==> src/rtl/slt_pipe_unit_pkg.sv <==
// Shared constants for the set-on-less-than datapath: R-type funct codes,
// default widths and the funct -> signedness decode.
package slt_pkg;

  localparam logic [5:0] FUNCT_SLT  = 6'h2A;
  localparam logic [5:0] FUNCT_SLTU = 6'h2B;

  localparam int SLT_WIDTH = 32;
  localparam int SLT_TAG_W = 5;

  function automatic logic funct_is_signed(input logic [5:0] funct);
    return funct == FUNCT_SLT;
  endfunction

  function automatic logic funct_is_slt(input logic [5:0] funct);
    return (funct == FUNCT_SLT) || (funct == FUNCT_SLTU);
  endfunction

endpackage

==> src/rtl/slt_pipe_unit_if.sv <==
// Operand/result handshake bundle between register-read, the slt unit and writeback.
interface slt_pipe_unit_if #(
  parameter int WIDTH = 32,
  parameter int TAG_W = 5
);
  logic             in_valid;
  logic             in_ready;
  logic [WIDTH-1:0] op_a;
  logic [WIDTH-1:0] op_b;
  logic             op_signed;
  logic [TAG_W-1:0] in_tag;
  logic             out_valid;
  logic             out_ready;
  logic [WIDTH-1:0] result;
  logic             out_eq;
  logic [TAG_W-1:0] out_tag;

  modport master (
    output in_valid, op_a, op_b, op_signed, in_tag, out_ready,
    input  in_ready, out_valid, result, out_eq, out_tag
  );

  modport slave (
    input  in_valid, op_a, op_b, op_signed, in_tag, out_ready,
    output in_ready, out_valid, result, out_eq, out_tag
  );
endinterface

==> src/rtl/slt_pipe_unit_flag_zext.sv <==
// Zero-extends a single-bit flag to a full datapath word; shared by all
// flag-producing ALU ops.
module flag_zext #(
  parameter int WIDTH = 32
) (
  input  logic             flag_i,
  output logic [WIDTH-1:0] vec_o
);
  assign vec_o = {{(WIDTH-1){1'b0}}, flag_i};
endmodule

==> src/rtl/slt_pipe_unit.sv <==
// Two-stage slt/sltu unit: stage 1 forms the WIDTH+1 bit difference, stage 2
// extracts lt/eq; valid/ready backpressure, flush and a saturating lt counter.
module slt_pipe_unit
  import slt_pkg::*;
#(
  parameter int WIDTH   = SLT_WIDTH,
  parameter int TAG_W   = SLT_TAG_W,
  parameter int COUNT_W = 16
) (
  input  logic               clk,
  input  logic               reset,
  input  logic               flush,
  slt_pipe_unit_if.slave     bus,
  output logic [COUNT_W-1:0] lt_count
);

  logic               s1_valid_q, s1_valid_d;
  logic [WIDTH:0]     s1_diff_q,  s1_diff_d;
  logic [TAG_W-1:0]   s1_tag_q,   s1_tag_d;
  logic               s2_valid_q, s2_valid_d;
  logic               s2_lt_q,    s2_lt_d;
  logic               s2_eq_q,    s2_eq_d;
  logic [TAG_W-1:0]   s2_tag_q,   s2_tag_d;
  logic [COUNT_W-1:0] cnt_q,      cnt_d;

  logic s1_en, s2_en, accept, deliver;
  logic [WIDTH:0] ext_a, ext_b;

  assign s2_en   = !s2_valid_q || bus.out_ready;
  assign s1_en   = !s1_valid_q || s2_en;
  assign accept  = bus.in_valid && bus.in_ready;
  assign deliver = s2_valid_q && bus.out_ready;

  assign bus.in_ready = s1_en && !flush;

  // One extra bit makes the subtraction exact for both signed and unsigned operands.
  assign ext_a = {bus.op_signed & bus.op_a[WIDTH-1], bus.op_a};
  assign ext_b = {bus.op_signed & bus.op_b[WIDTH-1], bus.op_b};

  always_comb begin
    s1_valid_d = s1_valid_q;
    s1_diff_d  = s1_diff_q;
    s1_tag_d   = s1_tag_q;
    s2_valid_d = s2_valid_q;
    s2_lt_d    = s2_lt_q;
    s2_eq_d    = s2_eq_q;
    s2_tag_d   = s2_tag_q;
    if (flush) begin
      s1_valid_d = 1'b0;
      s2_valid_d = 1'b0;
    end else begin
      if (s1_en) begin
        s1_valid_d = accept;
        if (accept) begin
          s1_diff_d = ext_a - ext_b;
          s1_tag_d  = bus.in_tag;
        end
      end
      if (s2_en) begin
        s2_valid_d = s1_valid_q;
        if (s1_valid_q) begin
          s2_lt_d  = s1_diff_q[WIDTH];
          // An exact difference is zero exactly when the operands match bitwise.
          s2_eq_d  = (s1_diff_q == '0);
          s2_tag_d = s1_tag_q;
        end
      end
    end
  end

  always_comb begin
    cnt_d = cnt_q;
    if (deliver && s2_lt_q && (cnt_q != {COUNT_W{1'b1}}))
      cnt_d = cnt_q + COUNT_W'(1);
  end

  always_ff @(posedge clk) begin
    if (reset) begin
      s1_valid_q <= 1'b0;
      s1_diff_q  <= '0;
      s1_tag_q   <= '0;
      s2_valid_q <= 1'b0;
      s2_lt_q    <= 1'b0;
      s2_eq_q    <= 1'b0;
      s2_tag_q   <= '0;
      cnt_q      <= '0;
    end else begin
      s1_valid_q <= s1_valid_d;
      s1_diff_q  <= s1_diff_d;
      s1_tag_q   <= s1_tag_d;
      s2_valid_q <= s2_valid_d;
      s2_lt_q    <= s2_lt_d;
      s2_eq_q    <= s2_eq_d;
      s2_tag_q   <= s2_tag_d;
      cnt_q      <= cnt_d;
    end
  end

  assign bus.out_valid = s2_valid_q;
  assign bus.out_eq    = s2_eq_q;
  assign bus.out_tag   = s2_tag_q;
  assign lt_count      = cnt_q;

  flag_zext #(.WIDTH(WIDTH)) u_zext (
    .flag_i (s2_lt_q),
    .vec_o  (bus.result)
  );

endmodule

==> src/flat_wrapper.sv <==
// flat-port wrapper written by rule: the top's interface ports become plain ports
module slt_pipe_unit_flat import slt_pkg::*;
#(
  parameter int WIDTH   = SLT_WIDTH,
  parameter int TAG_W   = SLT_TAG_W,
  parameter int COUNT_W = 16
)
  (clk, reset, flush, lt_count, bus_in_valid, bus_op_a, bus_op_b, bus_op_signed, bus_in_tag, bus_out_ready, bus_in_ready, bus_out_valid, bus_result, bus_out_eq, bus_out_tag);
  slt_pipe_unit_if #(.WIDTH(WIDTH), .TAG_W(TAG_W)) bus_i ();
  input  logic clk;
  input  logic reset;
  input  logic flush;
  output logic [COUNT_W-1:0] lt_count;
  input wire logic [$bits(bus_i.in_valid)-1:0] bus_in_valid;
  input wire logic [$bits(bus_i.op_a)-1:0] bus_op_a;
  input wire logic [$bits(bus_i.op_b)-1:0] bus_op_b;
  input wire logic [$bits(bus_i.op_signed)-1:0] bus_op_signed;
  input wire logic [$bits(bus_i.in_tag)-1:0] bus_in_tag;
  input wire logic [$bits(bus_i.out_ready)-1:0] bus_out_ready;
  output wire logic [$bits(bus_i.in_ready)-1:0] bus_in_ready;
  output wire logic [$bits(bus_i.out_valid)-1:0] bus_out_valid;
  output wire logic [$bits(bus_i.result)-1:0] bus_result;
  output wire logic [$bits(bus_i.out_eq)-1:0] bus_out_eq;
  output wire logic [$bits(bus_i.out_tag)-1:0] bus_out_tag;
  assign bus_i.in_valid = bus_in_valid;
  assign bus_i.op_a = bus_op_a;
  assign bus_i.op_b = bus_op_b;
  assign bus_i.op_signed = bus_op_signed;
  assign bus_i.in_tag = bus_in_tag;
  assign bus_i.out_ready = bus_out_ready;
  assign bus_in_ready = bus_i.in_ready;
  assign bus_out_valid = bus_i.out_valid;
  assign bus_result = bus_i.result;
  assign bus_out_eq = bus_i.out_eq;
  assign bus_out_tag = bus_i.out_tag;
  slt_pipe_unit #(.WIDTH(WIDTH), .TAG_W(TAG_W), .COUNT_W(COUNT_W)) u_core (.clk(clk), .reset(reset), .flush(flush), .bus(bus_i), .lt_count(lt_count));
endmodule
==> config.mk <==
export PLATFORM = sky130hd
export DESIGN_NAME = slt_pipe_unit_flat
export DESIGN_NICKNAME = d
export VERILOG_FILES = /design/src/rtl/slt_pipe_unit_pkg.sv /design/src/rtl/slt_pipe_unit_if.sv /design/src/rtl/slt_pipe_unit_flag_zext.sv /design/src/rtl/slt_pipe_unit.sv /design/src/flat_wrapper.sv
export SDC_FILE = /design/constraint.sdc
export NUM_CORES = 1
export LEC_CHECK = 0
export CAP_MARGIN = 0
export CORE_ASPECT_RATIO = 0.75
export CORE_MARGIN = 10
export CORE_UTILIZATION = 30
export DETAILED_ROUTE_END_ITERATION = 10
export PLACE_DENSITY = 0.63
export SYNTH_ARGS = -nofsm -noshare
export SYNTH_HDL_FRONTEND = slang
export SYNTH_HIERARCHICAL = 1
export SYNTH_SLANG_ARGS = --single-unit
==> constraint.sdc <==
create_clock -name clk -period 3.2 [get_ports clk]
set_input_delay 0.64 -clock clk [delete_from_list [all_inputs] [get_ports clk]]
set_output_delay 0.64 -clock clk [all_outputs]
set_load 0.05 [all_outputs]
### Word level (Yosys, flattened, before mapping)

Cells that the tools add are included.
Widths: inputs -> output; s select.

| storage, ports and cells | value |
|---|---|
| output and inout bits | 56 |
| bits of input ports | 75 |
| register bits after elaboration | 63 |

| cells by class | value |
|---|---|
| reductions and logical operators | 14 |
| equal/unequal tests | 1 |
| add/subtract/negate cells | 2 |
| bitwise logic cells | 3 |

Operators with widths:

| cell | count |
|---|---|
| $logic_not 33->1 | 1 |
| $sub 33x33->33 | 1 |
| $add 16x1->16 const B | 1 |
| $ne 16x16->1 const B | 1 |
| $reduce_and 3->1 | 2 |
| $logic_and 1x1->1 | 5 |
| $logic_not 1->1 | 3 |
| $and 1x1->1 | 2 |
| $logic_or 1x1->1 | 2 |
| $reduce_or 2->1 | 1 |
| $not 1->1 | 1 |

### Longest topological paths before layout

Gate-level depths: netlist of the first run.

| logic depth | value |
|---|---|
| word-level depth | 6 |
| gate-level depth with buffers | 11 |

### Hierarchy

The synthesis of the first run kept the hierarchy.

Modules (own cells, without submodules):

| module | seq. area each (µm²) | cells each | instances | area an instance (µm²) |
|---|---|---|---|---|
| slt_pipe_unit | 1261.2 | 541 | 1 | 4199.0 |
| flag_zext | 0.0 | 33 | 1 | 244.0 |

### Worst setup path after synthesis of the first run

OpenSTA, ideal clock, no wires.

| timing path | value |
|---|---|
| path type | input to register |
| start | in bus_op_a[0] |
| end | reg u_core.s1_diff_q[32] |
| path buffers | 0 |
| setup slack | 0.408 ns |
| data arrival time | 2.675 ns |
| stages | 11 |
| path through | inv_1 -> ha_1 -> fa_1 -> nand2b_1 -> a21oi_2 -> o22ai_2 -> o31ai_4 -> a21boi_2 -> o41ai_2 -> xor2_1 -> a22o_1 |

| between the ends | value |
|---|---|
| word-level cells in the longest chain between the ends | 1 |

RTL lines:

| element | RTL line | text |
|---|---|---|
| start, declared | flat_wrapper.sv:15 | `input wire logic [$bits(bus_i.op_a)-1:0] bus_op_a;` |
| $sub 33x33->33 | slt_pipe_unit.sv:55 | `s1_diff_d = ext_a - ext_b;` |
| end signal, assigned | slt_pipe_unit.sv:89 | `s1_diff_q <= s1_diff_d;` |
| end, declared | slt_pipe_unit.sv:18 | `logic [WIDTH:0] s1_diff_q, s1_diff_d;` |

Every way passes these cells.
A chain may end at the register's enable or synchronous reset.

### Worst setup path after layout of the first run

| timing path | value |
|---|---|
| start | in bus_op_a[0] |
| end | reg u_core.s1_diff_q[26] |

Same word-level chain as after synthesis.

==> results of run 1 <==
final cells by class:
type | count | area, um2
clock buffer | 9 | 225.2
clock inverter | 7 | 61.31
fill | 1526 | 8424
inverter | 40 | 150.1
multi-input combinational | 449 | 2823
sequential | 63 | 1261
tap | 200 | 250.2
timing repair buffer | 142 | 1306
sequential cells by signal, summed over array words and instances, names as in the netlist:
register and count:
u_core/bus.out_eq 1, u_core/bus.out_tag 5, u_core/bus.out_valid 1, u_core/lt_count 16, u_core/s1_diff_q 33, u_core/s1_tag_q 5
u_core/s1_valid_q 1, u_core/s2_lt_q 1
logic make-up (layout without fill, tap and decap cells):
family                     Yosys count  in the layout  share of synthesized area
AOI/OAI and AO/OA                  142            142                     0.2106
xor gates and xnor gates            41             41                    0.08082
other                                1             31                  0.0008440
and+or+nand+nor                    195            195                     0.2056
buffers and inverters               92            198                     0.1073
DFF                                 63             63                     0.2839
adders and majority gates           34             34                    0.09744
muxes                                6              6                    0.01352
critical path, delay by kind of cell:
| family | cells | cell delay, ns |
|---|---|---|
| AO/OA/AOI/OAI | 6 | 1.02 |
| buffers and inverters | 3 | 0.67 |
| adder cells (fa/ha/maj) | 2 | 0.59 |
| AND/OR/NAND/NOR | 1 | 0.19 |
| XOR/XNOR | 1 | 0.13 |
power by group through the flow:
stage                     Combinational, mW  Clock [mW]  Sequential, mW
after floorplan                       0.492           0           0.858
after global placement                0.717           0           0.862
after detailed placement              0.718           0           0.863
after CTS                             0.722       0.954           0.846
after global routing                  0.799       0.985           0.850
final                                 0.721       0.927           0.846
cells in the final DEF, fill, tap and decap left out, types with 3 or more instances in the layout:
| master | count |
|---|---|
| clkdlybuf4s50_1 | 97 |
| nand2_1 | 78 |
| dfxtp_1 | 63 |
| a21oi_1 | 50 |
| buf_4 | 44 |
| inv_1 | 40 |
| nor2_1 | 40 |
| ha_1 | 33 |
| conb_1 | 31 |
| xor2_1 | 25 |
| o21ai_0 | 24 |
| a21o_1 | 16 |
| nand3_1 | 16 |
| xnor2_1 | 16 |
| nand4_1 | 13 |
| nor4_1 | 10 |
| clkbuf_16 | 9 |
| nand2b_1 | 7 |
| o21ai_1 | 7 |
| mux2i_1 | 6 |
| o21bai_1 | 6 |
| nor2b_1 | 5 |
| and2_1 | 5 |
| and3_1 | 5 |
| inv_6 | 4 |
| nor3_1 | 4 |
| or3_1 | 3 |
| o211ai_1 | 3 |
| a31oi_1 | 3 |
| a211oi_1 | 3 |
routing by layer:
layer | wire length (um) | global-route usage
met5 | 0 | 0
met1 | 6431 | 0.1679
met3 | 745 | 0.03279
met4 | 70 | 0.02425
met2 | 4784 | 0.1652
how the worst max path moves through the flow:
stage | start | end | slack, ns | cells after the start
3_3_place_gp | bus_op_a[0] | u_core/s1_diff_q[26] | -0.12 | 13
2_1_floorplan | bus_op_a[0] | u_core/s1_diff_q[32] | 0.41 | 11
3_5_place_dp | bus_op_a[0] | u_core/s1_diff_q[26] | -0.17 | 13
5_1_grt | bus_op_a[0] | u_core/s1_diff_q[26] | 0.02 | 13
6_report | bus_op_a[0] | u_core/s1_diff_q[26] | 0.19 | 13
4_1_cts | bus_op_a[0] | u_core/s1_diff_q[26] | 0.19 | 13
cells in the mapped netlist (4+ instances only):
library cell  number  area [um2]
nor2b_1            5       31.28
nand2_1           78       292.8
buf_4             32       240.2
a21o_1            16       120.1
nor3_1             4       20.02
clkbuf_1          15       56.30
a21oi_1           50       250.2
nand2b_1           7       43.79
and2_1             5       31.28
o21ai_1            7       35.03
mux2i_1            6       60.06
xnor2_1           16       140.1
o21bai_1           6       45.04
nor2_1            40       150.1
inv_1             40       150.1
dfxtp_1           63        1261
o21ai_0           24       120.1
nand3_1           16       80.08
ha_1              33       412.9
xor2_1            25       219.0
and3_1             5       31.28
nor4_1            10       62.56
nand4_1           13       81.33
==> impl_metrics.yaml, run 1 <==
run_status:
  outcome: "completed"
global_route:
  grt_max_degree: 31
  overflow: 0
  antenna_found_initial: 0
  grt_use_total: 0.1159
  grt_pass1_wl_um: 19770
  grt_pass1_vias: 3989
placed_design:
  dpl.hpwl_um: 9851
  gp_congestion: 0.8415
  place_ws_ns: -0.1718
  placed_cells: 894
  port_buffers: 99
  dpl_cell_area_um2: 5791
drt:
  via_count: 4124
  wl_per_cell_um: 13.22
  drc: 0
  drtAntennaViolNets: 0
  drt_iter0_drc: 272
  dr.pass1.iters: 4
  wl_um: 12030
  vias_per_cell: 4.532
layout:
  final_cell_area_um2: 6077
  syn2layout_area_growth_pct: 36.78
  instances_no_fill: 910
  diodes: 0
  nets: 814
  post-route-util: 0.4191
  drive_gt1_frac: 0.1070
synthesis:
  synth.yosys.seq_area_share: 0.2839
  yosysWarnings: 6
  synth_ff_type: "dfxtp_1"
  synth-edff-count: 0
  synth.avg_cell_area_um2: 7.740
  async_reset_ff_frac: 0
  synthCells: 574
  ys_ff_latch: 63
  netlist_area_um2: 4443
  yosysUniqueCellTypes: 62
setup_path:
  cp.arrival_ns: 3.23
  path_max_fanout: 4
  reg2reg_from: "u_core/bus.out_valid"
  rrSetupSlack_ns: 1.18
  worst_r2r_endpoint: "u_core/s1_diff_q[9]"
  crit_path_cell_trace: "clkdlybuf4s50_1 -> inv_1 -> ha_1 -> fa_1 -> nand2b_1 -> a21oi_2 -> o22ai_2 -> o31ai_4 -> buf_4 -> a31oi_1 -> o21bai_1 -> xnor2_1 -> o21ai_0"
  cp-end-kind: "register"
  worstSetupStartpointType: "primary input"
  required_ns: 3.42
  slowest_stage: "clkdlybuf4s50_1"
  critPathMaxStageDelay_ns: 0.45
  worst_r2r_path_depth: 6
  crit_type: "in -> reg"
sta:
  slew_viol_final: 0
  skew_ns: 0.008399
  period_needed_ns: 3.006
  fmax_mhz: 332.6
  tns_ns: 0
  worstMarginPinSlew_ns: 0.5471
  rsz0062_at_grt: "false"
  slew_headroom: 0.6342
  fin_crit_sh: 0.9394
  whs_ns: 0.4524
  worst_slack_ns: 0.1938
  final_hold_viol_count: 0
  finalSetupViolations: 0
clock_tree:
  htreeDepth: 3
  clock_latency_ns: 0.33
  clk_pin_slew_worst_paths_ns: 0.06
  cts_sinks: 63
  root_buffer: "clkbuf_16"
  tritoncts: "done"
  clockBufferDepth: 2
  hold_buffers: 0
  cts_resized: 0
  cts_setup_buffers: 0
  cts_buffers: 9
worst_hold_path:
  whs_path_depth: 2
  hp-class: "reg -> reg"
  hold_end: "u_core/s1_diff_q[31]"
  hp-start: "u_core/s1_diff_q[31]"
floorplanning:
  core_region_area_um2: 14500
  rows: 38
  initial_core_util: 0.3064
  die_h_um: 125.4
  io-pin-count: 131
  chipWidth_um: 160.5
  dieArea_um2: 20130
pwr:
  power_mw: 2.494
  p_sw_mw: 0.8081
  p_int_mw: 1.686
  p_sw_frac: 0.3240
  p_seq_frac: 0.339
  ir_drop_mv: 0.2564
  clock_power_share: 0.372
  combPwrFrac: 0.289
  powerDensity_nw_per_um2: 410.4
  p_leak_nw: 2.574
run:
  drv_cap: 0
Note: power is estimated with default switching activity, not from simulation.
==> inputs of run 2 (changes only) <==
--- a/config.mk
+++ b/config.mk
@@ -9,9 +9,9 @@
 export CORE_ASPECT_RATIO = 0.75
 export CORE_MARGIN = 10
 export CORE_UTILIZATION = 30
+export CTS_CLUSTER_DIAMETER = 100
 export DETAILED_ROUTE_END_ITERATION = 10
-export PLACE_DENSITY = 0.63
+export PLACE_DENSITY = 0.62
 export SYNTH_ARGS = -nofsm -noshare
 export SYNTH_HDL_FRONTEND = slang
-export SYNTH_HIERARCHICAL = 1
 export SYNTH_SLANG_ARGS = --single-unit
==> run 2 against run 1 <==
Clock skew is 0.0034 ns lower. Power increased by 2.8%. Area after synthesis rose by 7.1%. Core utilization fell by 0.86 points. Register-to-register slack barely moved. Combinational power up 5.7%. Non-clock buffer count shrank 5. Cell count up 5.2%. Flip-flop and latch count did not move. Final area up 3.8%. Critical path type unchanged. Largest cell class unchanged.
==> impl_metrics.yaml, run 2 <==
setup_path:
  cp-end-kind: "register"
  path_max_fanout: 3
  reg2reg_from: "u_core.s1_valid_q"
  cp-endpoint: "u_core.s1_diff_q[26]"
  critPathMaxStageDelay_ns: 0.45
  rrSetupSlack_ns: 1.19
  startpoint: "bus_op_a[0]"
  required_ns: 3.47
  crit_path_cell_trace: "clkdlybuf4s50_1 -> inv_1 -> ha_1 -> fa_1 -> nand2b_1 -> a21oi_2 -> nor2b_1 -> o31ai_2 -> buf_4 -> a21o_2 -> or4b_1 -> nand3_1"
  slowest_stage: "clkdlybuf4s50_1"
  worst_r2r_path_depth: 6
  cp.arrival_ns: 3.25
  worstSetupStartpointType: "primary input"
  worst_r2r_endpoint: "u_core.s1_diff_q[17]"
  crit_type: "in -> reg"
sta:
  period_needed_ns: 2.985
  final_hold_viol_count: 0
  slew_viol_final: 0
  whs_ns: 0.4477
  fin_crit_sh: 0.9328
  finalSetupViolations: 0
  rsz0062_at_grt: "false"
  worstMarginPinSlew_ns: 0.9454
  skew_ns: 0.004987
  slew_headroom: 0.3674
  tns_ns: 0
  fmax_mhz: 335.0
synthesis:
  netlist_area_um2: 4760
  yosysMostFrequentCell: "nand2_1"
  synth_top_cell_by_area: "dfxtp_1"
  async_reset_ff_frac: 0
  synth_top_area_share: 0.2650
  synthCells: 636
  synth.avg_cell_area_um2: 7.484
  yosysWarnings: 0
  ys_ff_latch: 63
  synthTopCellsByArea: "dfxtp_1 26%, ha_1 8.7%, nand2_1 5.8%, a21oi_1 5.4%, nor2_1 5.1%"
  yosysUniqueCellTypes: 67
  synth_ff_type: "dfxtp_1"
  synth-edff-count: 0
  synth_commonest_cells: "73 x nand2_1, 65 x nor2_1, 63 x dfxtp_1, 51 x a21oi_1, 40 x inv_1"
  synth.yosys.seq_area_share: 0.2650
layout:
  nFillCells: 1602
  syn2layout_area_growth_pct: 32.54
  layout_commonest_cell: "clkdlybuf4s50_1"
  drive_gt1_frac: 0.08777
  nets: 856
  final_cell_mix: "97 x clkdlybuf4s50_1, 73 x nand2_1, 65 x nor2_1"
  largest_register_ffs: 33
  diodes: 0
  top_register: "u_core.s1_diff_q"
floorplanning:
  dieArea_um2: 21360
  chipWidth_um: 165.4
  io-pin-count: 131
  die_h_um: 129.1
  rows: 39
  core_region_area_um2: 15370
  initial_core_util: 0.3096
pwr:
  p_leak_nw: 2.671
  power_mw: 2.564
  powerDensity_nw_per_um2: 406.4
  ir_drop_mv: 0.2883
drt:
  drt_iter0_drc: 274
  wl_um: 13500
  wl_per_cell_um: 14.11
  vias_per_cell: 4.862
  drc: 0
  dr.pass1.iters: 5
  drtAntennaViolNets: 0
  via_count: 4653
global_route:
  overflow: 0
  antenna_found_initial: 0
  grt_pass1_vias: 4329
  grt_use_total: 0.1224
  grt_pass1_wl_um: 21860
  grt_max_degree: 43
clock_tree:
  tritoncts: "done"
  cts_setup_buffers: 0
  cts_resized: 0
  cts_sinks: 63
  clock_latency_ns: 0.33
  clockBufferDepth: 2
  cts_buffers: 9
  clk_pin_slew_worst_paths_ns: 0.06
  hold_buffers: 0
  root_buffer: "clkbuf_16"
  htreeDepth: 3
placed_design:
  gp_congestion: 0.8409
  port_buffers: 99
  dpl.hpwl_um: 10880
run:
  drv_cap: 0
run_status:
  outcome: "completed"
worst_hold_path:
  hp-class: "reg -> reg"
run 2: cells by family after synthesis:
| logic type | synth area share |
|---|---|
| buffers and inverters | 0.1125 |
| AND/OR/NAND/NOR | 0.2277 |
| XOR/XNOR | 0.06441 |
| AO/OA/AOI/OAI | 0.2093 |
| multiplexers | 0.02944 |
| adder cells (fa/ha/maj) | 0.09096 |
| flip-flops | 0.2650 |
| other | 0.0007879 |
run 2: metrics by stage:
step,setup slack (ns),area [um2],utilization,instances
after CTS,0.2082,6309,0.4104,957
after global routing,0.09305,6309,0.4104,957
after global placement,-0.09516,6012,0.3911,941
final,0.2151,6309,0.4104,957
after detailed placement,-0.1084,6012,0.3911,941
after floorplan,0.4652,4872,-,666
run 2: final cells by class:
cell class / count / area (um2) / share of cell area
multi-input cells: 496 / 3075 / 0.4875
repair buffers: 137 / 1269 / 0.2011
flip-flops and latches: 63 / 1261 / 0.1999
clock buffers: 14 / 284.0 / 0.04502
well taps: 205 / 256.5 / 0.04066
inverters: 40 / 150.1 / 0.02380
clock inverters: 2 / 12.51 / 0.001983
run 2: how the worst min path moves through the flow:
stage	from	to	slack, ns	depth (start not counted)
6_report	u_core.s1_diff_q[24]	u_core.s1_diff_q[24]	0.45	2
5_1_grt	u_core.s1_diff_q[28]	u_core.s1_diff_q[28]	0.47	2
4_1_cts	u_core.s1_diff_q[24]	u_core.s1_diff_q[24]	0.45	2
3_5_place_dp	u_core.s1_diff_q[24]	u_core.s1_diff_q[24]	0.44	2
3_3_place_gp	u_core.s1_diff_q[15]	u_core.s1_diff_q[15]	0.44	2
2_1_floorplan	u_core.s1_diff_q[28]	u_core.s1_diff_q[28]	0.43	2
run 2: report_power, final:
| group | internal [mW] | switching (mW) | leakage [nW] |
|---|---|---|---|
| registers | 0.826 | 0.0246 | 0.513 |
| clock network | 0.608 | 0.344 | 0.145 |
| logic | 0.329 | 0.433 | 2.01 |
run 2: per-layer routing:
layer | global-route usage | wire length (um) | up-vias | share of wire
li1 | - | - | 2383 | -
met1 | 0.1782 | 6883 | 2115 | 0.51
met2 | 0.1753 | 5586 | 145 | 0.41
met3 | 0.03038 | 887 | 10 | 0.066
met4 | 0.02988 | 144 | 0 | 0.011
met5 | 0 | 0 | - | 0
run 2: worst max-delay path: cells and delay by family:
family / cells / cell delay (ns)
buf+inv: 3 / 0.66
fa+ha+maj: 2 / 0.58
simple gates: 4 / 0.80
compound gates: 3 / 0.59
==> variant 1, RTL diff (settings of run 2) <==
Reset style: asynchronous (`reset`), changed in one clocked block.
--- a/src/rtl/slt_pipe_unit.sv
+++ b/src/rtl/slt_pipe_unit.sv
@@ -74,7 +74,7 @@
       cnt_d = cnt_q + COUNT_W'(1);
   end
 
-  always_ff @(posedge clk) begin
+  always_ff @(posedge clk or posedge reset) begin
     if (reset) begin
       s1_valid_q <= 1'b0;
       s1_diff_q  <= '0;
Function: differs if reset is asserted again (counterexample within 4 cycles, from zero or initial values and one cycle with reset high); with reset held inactive, the same outputs for 10 cycles.
==> variant 1 against run 2 <==
  * Maximum frequency decreased by 0.49%
  * Worst setup slack got worse by 15 ps
  * Routed wire length decreased by 8.0%
  * Power is 21% higher
  * Synthesized area shrank 4.3%
  * Critical endpoint is now u_core.s1_diff_q[32]
  * Final area about the same
  * Clock power is 13% higher
  * Sequential cell count did not move
==> variant 1: results (changes against run 2) <==
[run_status]
status=completed  ; unchanged

[placed_design]
place_ws_ps=-294  ; was -108 ps
dp.final_hpwl_um=10300  ; was 10900 um
gp_congestion=0.879  ; was 0.841

[synth]
yosysUniqueCellTypes=56  ; was 67
ys_seq_area_share_pct=34.6  ; was 26.5%
synth-main-ff-cell=dfrtp_1  ; was dfxtp_1
synth_area_per_cell_um2=8.50  ; was 7.48 um2
synthArstFlopShare_pct=100  ; was 0%
synth_area_leaders=dfrtp_1 (35%), ha_1 (9.1%), nand2_1 (6.5%)  ; was dfxtp_1 (26%), ha_1 (8.7%), nand2_1 (5.8%)
netlist_instances=536  ; was 636

[critical_path]
r2r_slack_ps=840  ; was 1190 ps
endpoint=u_core.s1_diff_q[32]  ; was u_core.s1_diff_q[26]
path_max_fanout=4  ; was 3
r2r-start=u_core.lt_count[10]  ; was u_core.s1_valid_q
reg2regPathDepth=7  ; was 6
arrival_ps=3240  ; was 3250 ps
reg2reg_to=u_core.lt_count[11]  ; was u_core.s1_diff_q[17]

[drt]
via_per_inst=4.73  ; was 4.86
met2_length_um=5470  ; was 5590 um
wirelength_um=12400  ; was 13500 um
wl_met1_um=6160  ; was 6880 um
via_count=4165  ; was 4653
met3_length_um=693  ; was 887 um

[sta]
finClkSkew_ps=6.52  ; was 4.99 ps
max_clock_freq_ghz=0.333  ; was 0.335 GHz

[global_route]
globalRouteMet3Util_pct=3.52  ; was 3.04%
grt_use_met1_pct=15.9  ; was 17.8%
grt.total_usage_pct=12.0  ; was 12.2%
grt_max_degree=38  ; was 43
grt_pass1_wl_um=21000  ; was 21900 um

[final_layout]
buffers=145  ; was 137
fin_nets=786  ; was 856
multi_input_area_share_pct=42.2  ; was 48.8%
buf_share_pct=21.2  ; was 20.1%
n_all_inverters=41  ; was 40
nFillCells=1424  ; was 1602
sh_seq_area_pct=25.0  ; was 20.0%
clkbuf_count=12  ; was 14

[power]
clock_net_power_mw=1.07  ; was 0.951 mW
ir_worst_vdd_mv=0.258  ; was 0.288 mV
powerDensity_mw_per_mm2=490  ; was 406 mW/mm2
total_leakage_power_nw=2.91  ; was 2.67 nW

[min_path]
hold_end=u_core.s1_tag_q[3]  ; was u_core.s1_diff_q[24]

[variant 1: cell count changes after synthesis, moves of 6 or more]
cell / change
clkbuf_1: -13
o211ai_1: +6
dfrtp_1: +63
a21oi_1: -24
nor2_1: -43
mux2_2: +7
nand3_1: -11
o21ai_0: +17
nand2_1: +6
mux2i_1: -12
dfxtp_1: -63
[variant 1: logic make-up after synthesis]
family	after synthesis	synth area share [%]
AOI/OAI and AO/OA	131	18.6
xor gates and xnor gates	35	6.73
adders and majority gates	34	9.50
buffers and inverters	86	9.77
DFF	63	34.6
muxes	9	2.17
other	1	0.0823
and+or+nand+nor	177	18.6
[variant 1: critical path: stages]
cell             delay [ps]
clkdlybuf4s50_1         450
inv_1                    40
ha_1                    200
fa_1                    390
nand2b_1                180
a21oi_1                 130
buf_4                   140
o2111ai_1               190
a21boi_0                230
buf_4                   140
o21ai_0                 120
a211o_1                 280
o211ai_1                 90
==> variant 2, RTL diff (flow settings as in run 2) <==
Without the edit above. `COUNT_W` is set to 16 in 2 places; all go to 20.
--- a/src/rtl/slt_pipe_unit.sv
+++ b/src/rtl/slt_pipe_unit.sv
@@ -5,7 +5,7 @@
 #(
   parameter int WIDTH   = SLT_WIDTH,
   parameter int TAG_W   = SLT_TAG_W,
-  parameter int COUNT_W = 16
+  parameter int COUNT_W = 20
 ) (
   input  logic               clk,
   input  logic               reset,
--- a/src/flat_wrapper.sv
+++ b/src/flat_wrapper.sv
@@ -3,7 +3,7 @@
 #(
   parameter int WIDTH   = SLT_WIDTH,
   parameter int TAG_W   = SLT_TAG_W,
-  parameter int COUNT_W = 16
+  parameter int COUNT_W = 20
 )
   (clk, reset, flush, lt_count, bus_in_valid, bus_op_a, bus_op_b, bus_op_signed, bus_in_tag, bus_out_ready, bus_in_ready, bus_out_valid, bus_result, bus_out_eq, bus_out_tag);
   slt_pipe_unit_if #(.WIDTH(WIDTH), .TAG_W(TAG_W)) bus_i ();
Ports: changed (resized lt_count); port bits go from 131 to 135. No check against the original RTL was run, so the function may have changed too.
==> variant 2 against run 2 <==
  * Power up 2.0%
  * Worst setup slack worse by 84 ps
  * Synthesized area down 0.18%
  * Routed wire length down 4.3%
  * Clock skew up 2.0 ps
  * Register-to-register slack worse by 220 ps
  * Final area up 3.6%
  * Die area down 0.16%
  * Count of clock-buffer cells in the layout down 1
  * Sequential cell count up 4
  * Clock power up 2%
  * Via count down 4.1%
  * Largest power group unchanged
==> variant 2: results (changes against run 2) <==
[final_layout]
drive_gt1_share_pct=11.7  ; was 8.78%
fin_nets=859  ; was 856

[placed_design]
gp_congestion=0.861  ; was 0.841
placed_cell_area_mm2=0.00616  ; was 0.00601 mm2
portBuffers=103  ; was 99

[power]
total_leakage_power_nw=2.78  ; was 2.67 nW
ir_worst_vdd_mv=0.201  ; was 0.288 mV
p_switching_mw=0.763  ; was 0.801 mW

[synth]
yosys-top-cells-count=nand2_1 (81), dfxtp_1 (67), a21oi_1 (60), nor2_1 (45), inv_1 (41)  ; was nand2_1 (73), nor2_1 (65), dfxtp_1 (63), a21oi_1 (51), inv_1 (40)
yosysWarnings=0  ; unchanged
synth_area_leaders=dfxtp_1 (28%), ha_1 (8.7%), nand2_1 (6.4%)  ; was dfxtp_1 (26%), ha_1 (8.7%), nand2_1 (5.8%)
ys_seq_area_share_pct=28.2  ; was 26.5%
yosysUniqueCellTypes=57  ; was 67

[sta]
slew_headroom_pct=47.6  ; was 36.7%
fin_hold_ws_ps=448  ; about the same
finClkSkew_ps=6.95  ; was 4.99 ps

[critical_path]
path_max_fanout=5  ; was 3
r2r_slack_ps=970  ; was 1190 ps
cp_top_family=compound AO/OA/AOI/OAI gates  ; was simple AND/OR/NAND/NOR gates
crit_slowest_cell=a2111oi_4  ; was clkdlybuf4s50_1
critPathMaxStageDelay_ps=490  ; was 450 ps
arrival_ps=3280  ; was 3250 ps

[global_route]
grt_pass1_wl_um=21000  ; was 21900 um
grt_pass1_vias=4226  ; was 4329
grt_max_degree=48  ; was 43
grt.total_usage_pct=11.9  ; was 12.2%

[drt]
via_per_inst=4.65  ; was 4.86
drtIter0Drc=257  ; was 274
post_drt_wl_per_cell_um=13.5  ; was 14.1 um

[run_status]
status=completed  ; unchanged

-- variant 2: cell types whose count changed after synthesis, moves of 8 or more --
cell / change
nand3b_1: +10
nand2_1: +8
a21o_1: +9
nor2_1: -20
nand3_1: -12
a21oi_1: +9
-- variant 2: logic make-up (layout without fill, tap and decap cells) --
group / after synthesis / count (layout) / share of synthesized area [%]
AO/OA/AOI/OAI: 148 / 148 / 21.5
XOR/XNOR: 33 / 33 / 6.08
adder cells (fa/ha/maj): 34 / 34 / 9.11
buffers and inverters: 98 / 209 / 10.4
flip-flops: 67 / 67 / 28.2
multiplexers: 7 / 7 / 1.47
other: 1 / 31 / 0.0789
AND/OR/NAND/NOR: 225 / 225 / 23.1
-- variant 2: final cells by class --
class | instances | area [um2]
clock inverters | 2 | 35.0
fillers | 1622 | 8840
clock buffers | 13 | 260
repair buffers | 153 | 1390
multi-input cells | 478 | 3090
inverters | 41 | 154
well taps | 205 | 256
flip-flops and latches | 67 | 1340
-- variant 2: worst min-delay path: cells and delay by family, from the launching register on --
family / cells / cell delay [ps]
DFF: 1 / 300
and+or+nand+nor: 1 / 50
AOI/OAI and AO/OA: 1 / 50
-- variant 2: metal layers --
metal	track usage [%]	vias up	share of wire (%)
li1	-	2357	-
met3	2.74	4	4.9
met2	17.6	102	44
met5	0	-	0
met1	17.0	1997	51
met4	2.63	0	0.49
-- variant 2: power by group through the flow --
stage	sequential (mW)	combinational, mW	clock (mW)
after global placement	0.907	0.729	0
after floorplan	0.905	0.499	0
after global routing	0.894	0.834	1.03
final	0.890	0.753	0.971
after CTS	0.890	0.747	0.999
after detailed placement	0.907	0.731	0
-- variant 2: repair_timing --
action,CTS,global route
pin swaps,8,8
buffers inserted,1,1
setup endpoints to repair,6,6
resized for setup,14,2
-- variant 2: final timing paths --
kind	endpoint	depth (start not counted)	startpoint
hold reg to reg	u_core.s1_diff_q[13]	2	u_core.s1_diff_q[13]
setup reg to reg	u_core.lt_count[17]	7	u_core.lt_count[3]
setup / recovery	u_core.s1_diff_q[32]	11	bus_op_b[0]
hold / removal	u_core.s1_diff_q[13]	2	u_core.s1_diff_q[13]
-- variant 2: per-stage QoR --
step / setup TNS [ps] / cells / setup slack, ps
floorplan: 0 / 643 / 122
global placement: -3680 / 942 / -524
detailed placement: -4590 / 942 / -577
CTS: 0 / 958 / 67.8
global route: 0 / 959 / 6.82
finish: 0 / 959 / 131
